$ cat src/rtl/cpu_irq_wdog.sv
// Raster IRQ generator, frame watchdog and CPU reset sequencer for the p6502 wrapper.
// All outputs registered (one clk from cause to effect); no backpressure, bus writes are snooped only.
module cpu_irq_wdog #(
    parameter int          IRQ_FIRST    = 16,
    parameter int          IRQ_SPACING  = 64,
    parameter logic [15:0] IRQ_ACK_ADDR = 16'h2600,
    parameter logic [15:0] WDOG_ADDR    = 16'h2500,
    parameter int          WDOG_FRAMES  = 8,
    parameter int          RESET_CYCLES = 32
) (
    input  logic        clk,
    input  logic        reset_n,
    input  logic        cpu_ce,
    input  logic [15:0] cpu_a,
    input  logic        cpu_rw_n,
    input  logic [7:0]  vcount,
    input  logic        vblank,
    input  logic        wdog_en,
    output logic        irq_n,
    output logic        cpu_reset_n,
    output logic        wdog_fired
);
    localparam logic [7:0] FIRST_LINE   = 8'(IRQ_FIRST);
    localparam logic [7:0] SPACING_MASK = 8'(IRQ_SPACING - 1);
    localparam logic [7:0] WDOG_LIMIT   = 8'(WDOG_FRAMES);
    localparam logic [7:0] HOLD_LEN     = 8'(RESET_CYCLES);

    typedef enum logic {HOLD, RUN} state_t;

    state_t     state;
    logic [7:0] hold_cnt;
    logic [7:0] wdog_cnt;
    logic [7:0] vcount_prev;
    logic       vblank_prev;

    logic       bus_wr;
    logic       ack;
    logic       kick;
    logic [7:0] line_ofs;
    logic       raise;
    logic       vblank_rise;
    logic       expire;

    assign bus_wr      = cpu_ce && !cpu_rw_n;
    assign ack         = bus_wr && (cpu_a == IRQ_ACK_ADDR);
    assign kick        = bus_wr && (cpu_a == WDOG_ADDR);
    // Spacing is a power of two, so the modulo reduces to a mask of the line offset.
    assign line_ofs    = vcount - FIRST_LINE;
    assign raise       = (vcount != vcount_prev) && (vcount >= FIRST_LINE)
                         && ((line_ofs & SPACING_MASK) == 8'd0);
    assign vblank_rise = vblank && !vblank_prev;
    assign expire      = vblank_rise && wdog_en && !kick && ((wdog_cnt + 8'd1) == WDOG_LIMIT);

    always_ff @(posedge clk) begin
        if (!reset_n) begin
            state       <= HOLD;
            hold_cnt    <= HOLD_LEN;
            wdog_cnt    <= 8'd0;
            vcount_prev <= vcount;
            vblank_prev <= 1'b1;
            irq_n       <= 1'b1;
            cpu_reset_n <= 1'b0;
            wdog_fired  <= 1'b0;
        end else begin
            vcount_prev <= vcount;
            vblank_prev <= vblank;
            wdog_fired  <= 1'b0;
            case (state)
                HOLD: begin
                    irq_n       <= 1'b1;
                    wdog_cnt    <= 8'd0;
                    cpu_reset_n <= 1'b0;
                    hold_cnt    <= hold_cnt - 8'd1;
                    if (hold_cnt == 8'd1) begin
                        state       <= RUN;
                        cpu_reset_n <= 1'b1;
                    end
                end
                RUN: begin
                    if (expire) begin
                        state       <= HOLD;
                        hold_cnt    <= HOLD_LEN;
                        wdog_cnt    <= 8'd0;
                        irq_n       <= 1'b1;
                        cpu_reset_n <= 1'b0;
                        wdog_fired  <= 1'b1;
                    end else begin
                        // A raster line landing on the same clk as an ack re-arms the irq.
                        if (raise)
                            irq_n <= 1'b0;
                        else if (ack)
                            irq_n <= 1'b1;

                        if (kick || !wdog_en)
                            wdog_cnt <= 8'd0;
                        else if (vblank_rise)
                            wdog_cnt <= wdog_cnt + 8'd1;
                    end
                end
                default: begin
                    state       <= HOLD;
                    hold_cnt    <= HOLD_LEN;
                    cpu_reset_n <= 1'b0;
                end
            endcase
        end
    end
endmodule

$ cat config.mk
export PLATFORM = sky130hd
export DESIGN_NAME = cpu_irq_wdog
export DESIGN_NICKNAME = d
export VERILOG_FILES = /design/src/rtl/cpu_irq_wdog.sv
export SDC_FILE = /design/constraint.sdc
export NUM_CORES = 1
export LEC_CHECK = 0
export ABC_AREA = 1
export BUFFER_PORTS_ARGS = -buffer_cell sky130_fd_sc_hd__buf_2
export CELL_PAD_IN_SITES_DETAIL_PLACEMENT = 1
export CELL_PAD_IN_SITES_GLOBAL_PLACEMENT = 2
export CORE_AREA = 2 2 58 101
export CTS_CLUSTER_DIAMETER = 100
export CTS_CLUSTER_SIZE = 40
export DETAILED_ROUTE_END_ITERATION = 12
export DIE_AREA = 0 0 60 103
export PLACE_DENSITY_LB_ADDON = 0.08
export REMOVE_ABC_BUFFERS = 1
export SLEW_MARGIN = 20
export SYNTH_ARGS = -nofsm -noshare
export SYNTH_HDL_FRONTEND = slang
export SYNTH_SLANG_ARGS = --single-unit
$ cat constraint.sdc
create_clock -name clk -period 1.9 [get_ports clk]
set_input_delay 0.285 -clock clk [delete_from_list [all_inputs] [get_ports clk]]
set_output_delay 0.285 -clock clk [all_outputs]
set_load 0.01 [all_outputs]
== Word level (Yosys, flattened, before mapping) ==
Cells that the tools add are included.

* Bitwise gates (word level): 1
* Divide/modulo/power cells: 0
* Add/subtract/negate cells: 3
* Order comparisons: 1
* Reduce and logical (&&, ||, !) cells: 16
* Multiplexer cells: 16
* $mul: 0
* Equality and inequality tests: 8
* Shifts and indexed selects: 0

{| class="wikitable"
|+ Operators with widths
! kind !! number
|-
| $eq 16x14->1 const B || 2
|-
| $mux 8 || 4
|-
| $pmux 8 s2 || 2
|-
| $logic_and 1x1->1 || 9
|-
| $add 8x1->8 const B || 1
|-
| $eq 8x1->1 const B || 1
|-
| $eq 8x4->1 const B || 1
|-
| $ge 8x5->1 const B || 1
|-
| $logic_not 8->1 || 1
|-
| $ne 4x1->1 const B || 2
|-
| $ne 8x8->1 || 1
|-
| $sub 8x1->8 const B || 1
|-
| $mux 1 || 7
|-
| $pmux 1 s2 || 3
|-
| $sub 6x5->6 const B || 1
|-
| $logic_not 1->1 || 4
|-
| $ne 2x1->1 const B || 1
|-
| $reduce_and 2->1 || 1
|-
| $logic_or 1x1->1 || 1
|-
| $not 1->1 || 1
|}

* Memory bits (read-only): 0
* Register bits after elaboration: 29
* Memories kept: 0
* Bits in latches: 0
* Output and inout bits: 3
* Bits in writable memories: 0
* Logic and storage cells: 53

== Logic depth before layout (Yosys ltp) ==
* Word-level depth: 8
* Gate-level depth with buffers: 12

== Worst setup path before layout ==
Ideal clock, no wire load.

* Path kind: register -> register
* Start: register wdog_cnt[0]
* End: register state
* Cell stages (with the launch flop): 11
* Path buffers: 0
* Path slack: 0.481 ns
* Library setup time: 0.132 ns
* Required time: 1.768 ns
* Arrival time: 1.287 ns
* Cells stage by stage: dfxtp_1 > ha_1 > nand2_2 > inv_2 > nand3_1 > nand2_1 > nand3_1 > nor2_4 > nand2_4 > nand2_4 > a21oi_1

* Cells in the longest elaborated chain, start to end: 5

{| class="wikitable"
|+ RTL lines
! item !! line !! text
|-
| start: declaration || 32 || <nowiki>logic [7:0] wdog_cnt;</nowiki>
|-
| start signal: assignment || 97 || <nowiki>wdog_cnt <= wdog_cnt + 8'd1;</nowiki>
|-
| $add 8x1->8 || 52 || <nowiki>assign expire = vblank_rise && wdog_en && !kick && ((wdog_cnt + 8'd1) == WDOG_LIMIT);</nowiki>
|-
| $eq 8x4->1 || 52 ||
|-
| $logic_and 1x1->1 || 52 ||
|-
| $mux 1 || 80 || <nowiki>if (expire) begin</nowiki>
|-
| $pmux 1 s2 || 68 || <nowiki>case (state)</nowiki>
|-
| end signal: assignment || 56 || <nowiki>state <= HOLD;</nowiki>
|-
| end signal: assignment || 75 || <nowiki>state <= RUN;</nowiki>
|-
| end signal: assignment || 81 || <nowiki>state <= HOLD;</nowiki>
|-
| end: declaration || 30 || <nowiki>state_t state;</nowiki>
|}

No other way between the ends.
A chain may end at the register's enable or synchronous reset.

== Worst setup path in the final report ==
Same ends and word-level chain as after synthesis.

==> impl_metrics.prom <==
# TYPE chip_impl_metric gauge
chip_impl_metric{name="area_of_the_core",unit="mm^2"} 0.005450
chip_impl_metric{name="placement.setup.worst_slack",unit="ns"} 0.2305
chip_impl_metric{name="die_ar",unit="mm^2"} 0.006180
chip_impl_metric{name="synthArstFlopShare",unit="%"} 0
chip_impl_metric{name="grt_first_pass_wirelength",unit="mm"} 6.948
chip_impl_metric{name="slew-limit-headroom",unit="%"} 69.01
chip_impl_metric{name="finalWorstSetupSlack",unit="ns"} 0.2537
chip_impl_metric{name="tightest_slew",unit="ns"} 0.4643
chip_impl_metric{name="critical_path_rt",unit="ns"} 2.04
chip_impl_metric{name="cts_hold_buffers",unit=""} 0
chip_impl_metric{name="multi_input_area",unit="um^2"} 807.0
chip_impl_metric{name="wirelength",unit="mm"} 3.988
chip_impl_metric{name="drt_first_pass_iters",unit=""} 2
chip_impl_metric{name="fin_crit_sh",unit="%"} 86.65
chip_impl_info{name="startpoint_type",value="register"} 1
chip_impl_metric{name="post-cts-setup-buffers",unit=""} 0
chip_impl_metric{name="yosysWarningCount",unit=""} 0
chip_impl_metric{name="fillCellCount",unit=""} 703
chip_impl_metric{name="timing_hold_violations_final",unit=""} 0
chip_impl_metric{name="diodes",unit=""} 0
chip_impl_metric{name="skew",unit="ns"} 0.01094
chip_impl_metric{name="detail_route.vias_per_cell",unit=""} 4.458
chip_impl_metric{name="setup-tns-final",unit="ns"} 0
chip_impl_metric{name="vias",unit=""} 1440
chip_impl_metric{name="post_synth_instance_area",unit="mm^2"} 0.001518
chip_impl_metric{name="yosys.cell_types.count",unit=""} 26
chip_impl_metric{name="place.gp.congestion",unit=""} 0.7550
chip_impl_metric{name="worst_r2r_path_depth",unit=""} 10
chip_impl_info{name="synth_top_family_by_area",value="simple AND/OR/NAND/NOR gates"} 1
chip_impl_metric{name="max_stage_delay",unit="ns"} 0.41
chip_impl_metric{name="max-vdd-ir-drop",unit="uV"} 413.7
chip_impl_info{name="critical_path_class",value="reg -> reg"} 1
chip_impl_info{name="rr_startpoint",value="wdog_cnt[0]"} 1
chip_impl_metric{name="power_per_cell_area",unit="mW/mm^2"} 776.4
chip_impl_metric{name="post_synth_mux_area_share",unit="%"} 0
chip_impl_metric{name="route.antenna.remaining_nets",unit=""} 0
chip_impl_metric{name="synth_fa_ha_area_share",unit="%"} 2.473
chip_impl_metric{name="layout.nets",unit=""} 280
chip_impl_metric{name="power.static_leakage",unit="uW"} 0.0007873
chip_impl_metric{name="maxCapViolCount",unit=""} 0
chip_impl_metric{name="synthToLayoutAreaGrowth",unit="%"} 23.08
chip_impl_metric{name="cts-buffers-inserted",unit=""} 5
chip_impl_metric{name="track_usage",unit="%"} 15.24
chip_impl_info{name="worstPathCellList",value="ha_1 -> nand2_2 -> inv_2 -> nand3_1 -> nand2_1 -> nand3_1 -> nor2_4 -> nand2_4 -> nand2_4 -> a21oi_1"} 1
chip_impl_info{name="crit_slowest_cell",value="sky130_fd_sc_hd__dfxtp_1"} 1
chip_impl_metric{name="die-height",unit="um"} 103
chip_impl_metric{name="clkSinkCount",unit=""} 29
chip_impl_info{name="run_status",value="finished clean"} 1
chip_impl_metric{name="post_synth_inst_count",unit=""} 208
chip_impl_metric{name="final_routed_drc_violation_total",unit=""} 0
chip_impl_metric{name="clkTransAtPathRegs",unit="ns"} 0.06
chip_impl_metric{name="port_buffers",unit=""} 32
chip_impl_metric{name="area_fraction_in_and_or_nand_and_nor_cells_after_synthesis",unit="%"} 35.12
chip_impl_metric{name="ys_ff_latch",unit=""} 29
chip_impl_info{name="hp-class",value="in -> reg"} 1
chip_impl_metric{name="floorplan.initialDensity",unit="%"} 27.85
chip_impl_metric{name="top_level_ports",unit=""} 33
chip_impl_metric{name="timing.reg2reg.setup_slack",unit="ns"} 0.25
chip_impl_metric{name="die_x",unit="um"} 60
chip_impl_metric{name="rows",unit=""} 36
chip_impl_metric{name="drive_above_1_share",unit="%"} 25.10
chip_impl_metric{name="setup_violations",unit=""} 0
chip_impl_info{name="synth_ff_type",value="sky130_fd_sc_hd__dfxtp_1"} 1
chip_impl_metric{name="grt_max_degree",unit=""} 14
chip_impl_metric{name="routed_wire_length_per_instance",unit="um"} 12.35
chip_impl_metric{name="min_period",unit="ns"} 1.646
chip_impl_metric{name="synth-seq-area-share",unit="%"} 38.25
chip_impl_metric{name="detailedRoute.firstIterationViolations",unit=""} 29
chip_impl_metric{name="compound_cell_area_share_of_the_yosys_netlist",unit="%"} 10.39
chip_impl_metric{name="sequential_cell_area",unit="um^2"} 580.6
chip_impl_metric{name="worst_skew_pair.late_latency",unit="ns"} 0.28
chip_impl_metric{name="ctsHtreeMaxLevel",unit=""} 2
chip_impl_metric{name="timing.critical_path.arrival",unit="ns"} 1.79
chip_impl_info{name="rsz0062_at_grt",value="false"} 1
chip_impl_metric{name="gr-total-overflow",unit=""} 0
chip_impl_metric{name="syn_avg_cell_area",unit="um^2"} 7.297
chip_impl_info{name="end_kind",value="register"} 1
chip_impl_metric{name="synth-edff-count",unit=""} 0
chip_impl_info{name="critical_path.reg2reg.endpoint",value="state"} 1
chip_impl_info{name="cp-endpoint",value="state"} 1
chip_impl_info{name="cts_tree",value="yes"} 1
chip_impl_metric{name="grt_antenna_before_repair",unit=""} 0
chip_impl_metric{name="clock_tree.buffer_depth",unit=""} 2
chip_impl_metric{name="place_hpwl",unit="mm"} 3.257
chip_impl_metric{name="first_global_vias",unit=""} 1532
chip_impl_metric{name="timing.fmax",unit="MHz"} 607.4
chip_impl_metric{name="ctsResizeCount",unit=""} 0
chip_impl_metric{name="critical_path.max_fanout",unit=""} 7
chip_impl_info{name="cp-startpoint",value="wdog_cnt[0]"} 1
chip_impl_info{name="clock_root_buffer",value="sky130_fd_sc_hd__clkbuf_8"} 1
chip_impl_metric{name="timing.final.max_slew_violations",unit=""} 0
chip_impl_metric{name="postLayoutCoreUtil",unit="%"} 34.27
chip_impl_metric{name="synthXorXnorAreaFrac",unit="%"} 5.194
-- how the worst min path moves through the flow --
stage	start	end	slack [ns]	depth (start not counted)
CTS	vcount[7]	vcount_prev[7]	0.12	1
finish	vcount[7]	vcount_prev[7]	0.13	1
global placement	vcount[7]	vcount_prev[7]	0.41	1
global route	vcount[7]	vcount_prev[7]	0.12	1
floorplan	vcount[0]	vcount_prev[0]	0.31	0
detailed placement	vcount[7]	vcount_prev[7]	0.42	1
-- sequential cells by signal (all words and copies together), names as in the netlist --
name,flops
irq_n,1
wdog_cnt,8
hold_cnt,8
cpu_reset_n,1
wdog_fired,1
vcount_prev,8
state,1
vblank_prev,1
-- cells in the mapped netlist, types with 2 or more instances --
library cell	number	area share, %
sky130_fd_sc_hd__o21ai_0	8	2.6
sky130_fd_sc_hd__nand2_4	2	1.5
sky130_fd_sc_hd__nor3_1	3	0.99
sky130_fd_sc_hd__dfxtp_1	29	38
sky130_fd_sc_hd__nand4_1	7	2.9
sky130_fd_sc_hd__nor2_4	2	1.5
sky130_fd_sc_hd__nand3b_1	2	0.99
sky130_fd_sc_hd__o211ai_1	3	1.5
sky130_fd_sc_hd__nor2_2	3	1.2
sky130_fd_sc_hd__nand2_1	31	7.7
sky130_fd_sc_hd__a21oi_1	17	5.6
sky130_fd_sc_hd__inv_2	2	0.49
sky130_fd_sc_hd__or2_2	2	0.82
sky130_fd_sc_hd__ha_1	3	2.5
sky130_fd_sc_hd__nand3_2	3	2.0
sky130_fd_sc_hd__xnor2_1	8	4.6
sky130_fd_sc_hd__inv_1	29	7.2
sky130_fd_sc_hd__nor2_1	26	6.4
sky130_fd_sc_hd__nand3_1	15	4.9
sky130_fd_sc_hd__nand2_2	6	2.5
sky130_fd_sc_hd__buf_2	2	0.66
-- layout by cell type, fill, tap and decap left out, drive strengths merged, types with 7 or more instances in the layout --
| cell type | netlist | layout |
|---|---|---|
| nand3 | 18 | 18 |
| dfxtp | 29 | 29 |
| inv | 31 | 31 |
| o21ai | 8 | 8 |
| nand2 | 39 | 39 |
| a21oi | 17 | 17 |
| xnor2 | 8 | 8 |
| nor2 | 32 | 32 |
| clkbuf | 1 | 7 |
| nand4 | 7 | 7 |
| buf | 2 | 35 |
-- power breakdown --
group | leakage (uW) | switching, uW | internal [uW]
Combinational | 0.000504 | 138 | 107
Clock | 0.0000443 | 233 | 287
Sequential | 0.000239 | 32.6 | 653
Total | 0.000787 | 403 | 1050
-- area by class of cell --
type / instances / area share (%)
Timing Repair Buffer: 35 / 9.779
Multi-Input combinational cell: 145 / 43.20
Sequential cell: 29 / 31.08
Inverter: 31 / 6.229
Tap cell: 76 / 5.090
Clock buffer: 7 / 4.622
-- cells by family (layout without fill, tap and decap cells) --
family          after synthesis  after routing
flops                        29             29
fa+ha+maj                     3              3
simple gates                104            104
compound gates               29             29
buf+inv                      34             73
xor+xnor                      9              9
-- routing by layer --
layer	routed length, um	track usage [%]	up-vias
met5	0	0	-
met4	74	6.667	0
met3	82	3.011	6
met2	2262	28.09	16
met1	1568	16.07	668
li1	-	-	750
-- worst max-delay path, delay by kind of cell, from the launching register on --
kind	cells	cell delay [ns]
buffers and inverters	1	0.09
DFF	1	0.41
and+or+nand+nor	7	0.72
AOI/OAI and AO/OA	1	0.06
adders and majority gates	1	0.22
-- through the flow --
stage	cells	hold slack, ns	total power (uW)	cell area, um^2
2_1_floorplan	205	0.3127	860.2	1504
3_3_place_gp	316	0.4144	951.1	1782
3_5_place_dp	316	0.4195	949.4	1782
4_1_cts	323	0.1225	1483	1868
5_1_grt	323	0.1210	1544	1868
6_report	323	0.1325	1450	1868
Power figures use the tool's default switching activity.
